$ cat config.mk
export PLATFORM = sky130hd
export DESIGN_NAME = seg7_scan_driver
export DESIGN_NICKNAME = d
export VERILOG_FILES = /design/src/rtl/seg7_pkg.sv /design/src/rtl/seg7_hex_decode.sv /design/src/rtl/seg7_scan_driver.sv
export SDC_FILE = /design/constraint.sdc
export NUM_CORES = 1
export LEC_CHECK = 0
export BUFFER_PORTS_ARGS = -buffer_cell sky130_fd_sc_hd__buf_4
export CORE_MARGIN = 2
export CORE_UTILIZATION = 35
export CTS_CLUSTER_SIZE = 25
export DETAILED_ROUTE_END_ITERATION = 8
export PLACE_DENSITY_LB_ADDON = 0.1
export REMOVE_ABC_BUFFERS = 1
export SLEW_MARGIN = 25
export SYNTH_ARGS = -nofsm -noshare
export SYNTH_HDL_FRONTEND = slang
export SYNTH_SLANG_ARGS = --single-unit
$ cat constraint.sdc
create_clock -name clk -period 3.5 [get_ports clk]
set_input_delay 0.7 -clock clk [delete_from_list [all_inputs] [get_ports clk]]
set_output_delay 0.7 -clock clk [all_outputs]
set_load 0.02 [all_outputs]
$ cat src/rtl/seg7_pkg.sv
// Shared constants for the 7-segment scan driver: segment patterns (abcdefg, active low)
// and width helpers used to size the scan index and slot counter.
package seg7_pkg;

   localparam logic [6:0] SEG_BLANK = 7'h7F;

   localparam logic [6:0] SEG_0 = 7'b0000001;
   localparam logic [6:0] SEG_1 = 7'b1001111;
   localparam logic [6:0] SEG_2 = 7'b0010010;
   localparam logic [6:0] SEG_3 = 7'b0000110;
   localparam logic [6:0] SEG_4 = 7'b1001100;
   localparam logic [6:0] SEG_5 = 7'b0100100;
   localparam logic [6:0] SEG_6 = 7'b0100000;
   localparam logic [6:0] SEG_7 = 7'b0001111;
   localparam logic [6:0] SEG_8 = 7'b0000000;
   localparam logic [6:0] SEG_9 = 7'b0000100;
   localparam logic [6:0] SEG_A = 7'b0001000;
   localparam logic [6:0] SEG_B = 7'b1100000;
   localparam logic [6:0] SEG_C = 7'b1110010;
   localparam logic [6:0] SEG_D = 7'b1000010;
   localparam logic [6:0] SEG_E = 7'b0110000;
   localparam logic [6:0] SEG_F = 7'b0111000;

   function automatic int clog2(input int n);
      int r;
      r = 0;
      for (int i = 0; i < 31; i++) begin
         if ((1 << i) < n) r = i + 1;
      end
      return r;
   endfunction

   // A single-digit build still needs a 1-bit index/counter rather than a zero-width vector.
   function automatic int width_of(input int n);
      return (clog2(n) > 0) ? clog2(n) : 1;
   endfunction

endpackage

$ cat src/rtl/seg7_hex_decode.sv
// Combinational nibble to active-low abcdefg segment pattern.
// Zero latency, no flow control.
module seg7_hex_decode
   import seg7_pkg::*;
(
   input  logic [3:0] nibble_i,
   output logic [6:0] seg_n_o
);

   always_comb begin
      seg_n_o = SEG_BLANK;
      unique case (nibble_i)
         4'h0: seg_n_o = SEG_0;
         4'h1: seg_n_o = SEG_1;
         4'h2: seg_n_o = SEG_2;
         4'h3: seg_n_o = SEG_3;
         4'h4: seg_n_o = SEG_4;
         4'h5: seg_n_o = SEG_5;
         4'h6: seg_n_o = SEG_6;
         4'h7: seg_n_o = SEG_7;
         4'h8: seg_n_o = SEG_8;
         4'h9: seg_n_o = SEG_9;
         4'hA: seg_n_o = SEG_A;
         4'hB: seg_n_o = SEG_B;
         4'hC: seg_n_o = SEG_C;
         4'hD: seg_n_o = SEG_D;
         4'hE: seg_n_o = SEG_E;
         4'hF: seg_n_o = SEG_F;
         default: seg_n_o = SEG_BLANK;
      endcase
   end

endmodule

$ cat src/rtl/seg7_scan_driver.sv
// Time-multiplexed common-anode display driver with shadow registers, LZ suppression and dead time.
// Outputs registered; a load becomes visible on the following edge; no backpressure (free-running scan).
module seg7_scan_driver
   import seg7_pkg::*;
#(
   parameter int NUM_DIGITS  = 8,
   parameter int SLOT_CYCLES = 100000,
   parameter int DEAD_CYCLES = 2,
   parameter int LZ_BLANK    = 1
) (
   input  logic                            clk,
   input  logic                            rst_n,
   input  logic [4*NUM_DIGITS-1:0]         value,
   input  logic                            load,
   input  logic [NUM_DIGITS-1:0]           dp,
   input  logic [NUM_DIGITS-1:0]           blank,
   output logic [NUM_DIGITS-1:0]           an_n,
   output logic [6:0]                      seg_n,
   output logic                            dp_n,
   output logic [width_of(NUM_DIGITS)-1:0] scan_idx
);

   localparam int IDX_W = width_of(NUM_DIGITS);
   localparam int CNT_W = width_of(SLOT_CYCLES);

   logic [4*NUM_DIGITS-1:0] val_q, val_d;
   logic [NUM_DIGITS-1:0]   dp_q, dp_d, blank_q, blank_d;
   logic [CNT_W-1:0]        cnt_q, cnt_d;
   logic [IDX_W-1:0]        idx_q, idx_d;
   logic [NUM_DIGITS-1:0]   an_n_q, an_n_d, an_sel;
   logic [6:0]              seg_n_q, seg_n_d, dec_seg;
   logic                    dp_n_q, dp_n_d;
   logic [NUM_DIGITS-1:0]   lz_dark;
   logic                    zero_run;
   logic [3:0]              nib;
   logic                    dig_dark, dig_dp;

   // Outputs are built from the next-state shadow and scan position so both a load and a slot
   // wrap show up on the very edge that registers them.
   always_comb begin
      val_d   = load ? value : val_q;
      dp_d    = load ? dp    : dp_q;
      blank_d = load ? blank : blank_q;
   end

   always_comb begin
      cnt_d = cnt_q + 1'b1;
      idx_d = idx_q;
      if (int'(cnt_q) == SLOT_CYCLES - 1) begin
         cnt_d = '0;
         idx_d = (int'(idx_q) == NUM_DIGITS - 1) ? '0 : idx_q + 1'b1;
      end
   end

   // Leading-zero mask: scan from the most significant digit, stop at the first non-zero nibble.
   always_comb begin
      zero_run = 1'b1;
      lz_dark  = '0;
      for (int i = NUM_DIGITS - 1; i >= 0; i--) begin
         zero_run = zero_run & (val_d[4*i +: 4] == 4'h0);
         if (i > 0) lz_dark[i] = zero_run & (LZ_BLANK != 0);
      end
   end

   always_comb begin
      nib      = 4'h0;
      dig_dark = 1'b1;
      dig_dp   = 1'b0;
      an_sel   = '1;
      for (int i = 0; i < NUM_DIGITS; i++) begin
         if (int'(idx_d) == i) begin
            nib       = val_d[4*i +: 4];
            dig_dark  = blank_d[i] | lz_dark[i];
            dig_dp    = dp_d[i] & ~blank_d[i];
            an_sel[i] = 1'b0;
         end
      end
   end

   seg7_hex_decode u_dec (
      .nibble_i (nib),
      .seg_n_o  (dec_seg)
   );

   always_comb begin
      seg_n_d = dig_dark ? SEG_BLANK : dec_seg;
      dp_n_d  = ~dig_dp;
      an_n_d  = (int'(cnt_d) < DEAD_CYCLES) ? '1 : an_sel;
   end

   always_ff @(posedge clk) begin
      if (!rst_n) begin
         val_q   <= '0;
         dp_q    <= '0;
         blank_q <= '1;
         cnt_q   <= '0;
         idx_q   <= '0;
         an_n_q  <= '1;
         seg_n_q <= SEG_BLANK;
         dp_n_q  <= 1'b1;
      end else begin
         val_q   <= val_d;
         dp_q    <= dp_d;
         blank_q <= blank_d;
         cnt_q   <= cnt_d;
         idx_q   <= idx_d;
         an_n_q  <= an_n_d;
         seg_n_q <= seg_n_d;
         dp_n_q  <= dp_n_d;
      end
   end

   assign an_n     = an_n_q;
   assign seg_n    = seg_n_q;
   assign dp_n     = dp_n_q;
   assign scan_idx = idx_q;

endmodule

==> results.md <==
- Run status: completed
- Buf/Inv on CP: 2
- CP cell instances: or4bb_1 > nor4_4 > buf_12 > buf_4 > mux2_4 > o32ai_2 > o31ai_4 > ha_1 > or3_1 > o211ai_2
- First-pass GRT wire length: a little over 20000 µm
- Total grt overflow: 0
- RSZ-0062 raised after global routing: false
- IO Pins: 70
- Placer Congestion: between 0.8 and 0.9
- CTS tree: yes
- Synth async-reset ratio: 0
- Vias in the first global route: approximately 3900
- Starting Density: 0.355
- Number of synthesized flops with an enable pin: 0
- Hold Path Class: flop to flop
- Post-Place Cells: around 770
- Final period utilization: 0.933
- H-tree Lvls: 3
- R2r startpoint: cnt_q[10]$_SDFF_PN0_
- Row count: 43
- Final ANT Viol Nets: 0
- Starting DRT DRC Count: 195
- Worst Path Max Fanout: 13
- Total Power: about 2.2 mW
- Critical Path Sink Type: flop
- Layout cell share with drive strength beyond 1: 0.276
- Crit path kind: flop to flop
- Tmin final: between 3 and 4 ns
- Arr. time, crit path: roughly 3.6 ns
- Critical Path RT: approximately 3.8 ns
- P_leak: about 2.5 nW
- Drt drc: 0
- DP Area: 5650 µm²
- Num CTS Buffers: 9
- Worst Setup Start Kind: flop
- Max IR drop VDD: around 260 µV
- Core Region: 13700 µm²
- Clock Skew: between 0.01 and 0.015 ns
- Drt first pass iters: 4
- Vias/cell: 5.09
- Hold Buf Count CTS: 0
- Slew @ Worst Pin: 0.591 ns
- Final Non-Filler Cells: between 700 and 800
- Later-pin clock latency in the skew report: 0.35 ns
- Clock Tree Buf Depth: 2
- IO Port Bufs: between 60 and 70
- Final hold viol count: 0
- Yosys cell types: 89
- Total wire length: 12600 µm
- Final Max Slew Viols: 0
- Maximum clock rate: between 0.3 and 0.4 GHz
- DR vias: between 4000 and 5000
- Synthesis Warnings: 0
- Gr usage total: 0.178
- CTS Sinks: 84
- Area growth syn-to-layout: 22.9%
- Setup TNS: 0 ns
- Register area share after synthesis: 0.345
- Fin nets: about 660
- MaxCap Viol Count: 0
- Cell area after layout: 5990 µm²
- Wirelength per Cell: about 16 µm
- Beginning of the worst hold path: cnt_q[0]$_SDFF_PP0_
- Post-Syn Area: between 4000 and 5000 µm²
- Pin count of the biggest net entering global routing: 36
- Critical Path Start: cnt_q[10]$_SDFF_PN0_
- Top_reg_cell synth: dfxtp_1
- Clock slew at reported path FFs: 0.07 ns
- Die area: between 10000 and 15000 µm²
- Clock root buffer: clkbuf_16
- PD cells: about 370 nW/µm²
- CP top delay family: simple AND/OR/NAND/NOR gates
- Height of the die: approximately 120 µm
- N_diodes: 0
- Gate Count Post-Synth: between 500 and 600
- Max-slew headroom: 0.603
- Final Setup Violations: 0
- Slowest-stage cell, CP: or4bb_1
- Die X: between 100 and 150 µm
- Avg Cell Area, Syn: about 9.5 µm²
- Synthesis-stage register bit count: 84
- Hold slack: 0.455 ns
- Initial antenna violation count: 0
- CP peak stage delay: 0.54 ns
- Dpl hpwl: between 9000 and 10000 µm
-- where the power goes --
part           leakage, nW  internal [mW]  switching, mW
Combinational         1.66          0.160          0.170
Sequential           0.689           1.00         0.0191
Clock                0.129          0.480          0.404
Total                 2.48           1.64          0.593
-- per-stage QoR --
step / worst slack, ns / utilization
after floorplan: -0.647 / -
after CTS: 0.179 / 0.431
final: 0.233 / 0.437
after global placement: 0.219 / 0.412
after global routing: 0.00353 / 0.437
after detailed placement: 0.196 / 0.412
-- cell usage in the layout (no fill, tap or decap), types with 3 or more instances in the layout --
master / instances
o22ai_1: 5
dfxtp_1: 84
nor4_1: 5
and3_1: 3
clkbuf_16: 10
nor3b_1: 3
a32o_1: 4
mux2i_2: 3
mux2_2: 5
nand4_1: 4
nand3_1: 14
buf_4: 106
inv_1: 10
o21ai_1: 5
nor3_1: 11
nor2_1: 46
a32oi_1: 6
mux2i_1: 58
o21ai_0: 5
ha_1: 9
o211ai_1: 4
or4_1: 3
nor2b_1: 45
mux2_4: 7
clkinv_2: 3
nand2b_1: 3
xor2_1: 11
o221ai_1: 7
a21oi_1: 13
and2_1: 9
o31ai_4: 3
xnor2_1: 4
nand2_1: 37
-- layer usage --
| layer | up-vias | track usage | wire length (µm) |
|---|---|---|---|
| li1 | 2039 | - | - |
| met2 | 86 | 0.279 | 5730 |
| met3 | 14 | 0.0304 | 445 |
| met5 | - | 0 | 0 |
| met4 | 0 | 0.0690 | 242 |
| met1 | 1879 | 0.243 | 6200 |
-- registers in the layout, indices dropped and copies added (netlist names) --
| register | flops |
|---|---|
| scan_idx | 3 |
| val_q | 32 |
| blank_q | 8 |
| dp_n | 1 |
| cnt_q | 17 |
| an_n | 8 |
| seg_n | 7 |
| dp_q | 8 |
-- synth_stat cells, drive strengths merged (2+ instances only) --
cell | number | area [µm²]
and3 | 4 | 26.3
a21boi | 3 | 22.5
mux4 | 3 | 71.3
o31a | 2 | 17.5
nand2b | 3 | 18.8
o21ai | 11 | 58.8
nand3b | 2 | 15.0
o22a | 2 | 26.3
dfxtp | 84 | 1680
mux2i | 61 | 618
or4b | 2 | 20.0
o32ai | 2 | 25.0
nor3 | 14 | 91.3
mux2 | 12 | 161
nor2 | 48 | 190
a21o | 2 | 16.3
nor3b | 3 | 22.5
xnor2 | 4 | 35.0
and2 | 10 | 63.8
or4 | 4 | 33.8
nand2 | 39 | 151
nand3 | 14 | 70.1
o221ai | 8 | 76.3
xor2 | 11 | 96.3
nor2b | 45 | 282
nor4 | 7 | 65.1
ha | 9 | 113
o211ai | 6 | 55.1
a21oi | 13 | 65.1
buf | 14 | 123
nand4 | 5 | 46.3
o31ai | 4 | 71.3
a31oi | 2 | 12.5
inv | 12 | 45.1
clkbuf | 14 | 88.8
a22o | 2 | 17.5
a32oi | 6 | 52.6
o22ai | 5 | 31.3
a32o | 4 | 40.0
-- final timing paths --
| kind | depth (start not counted) | endpoint | slack (ns) |
|---|---|---|---|
| worst max-delay path | 10 | seg_n[5]$_SDFF_PP1_ | 0.23 |
| worst min-delay path | 1 | cnt_q[0]$_SDFF_PP0_ | 0.45 |
| worst max register to register | 10 | seg_n[5]$_SDFF_PP1_ | 0.23 |
| worst min register to register | 1 | cnt_q[0]$_SDFF_PP0_ | 0.45 |
-- cell type report --
type	instances	area [µm²]
multi-input combinational	389	2930
tap	180	225
inverter	12	45.0
clock buffer	10	229
fill	1378	7730
timing repair buffer	108	841
clock inverter	6	38.8
sequential	84	1680
-- repair_timing --
action	in CTS	in global routing
gates resized for setup	0	2
buffers inserted	0	6
setup endpoints to repair	0	6
-- kinds of logic after synthesis --
logic type,after synthesis,synth area share
compound gates,82,0.139
xor+xnor,15,0.0269
fa+ha+maj,9,0.0231
buf+inv,41,0.0547
flops,84,0.345
mux,76,0.175
simple gates,207,0.237
(Power assumes the default switching activity.)
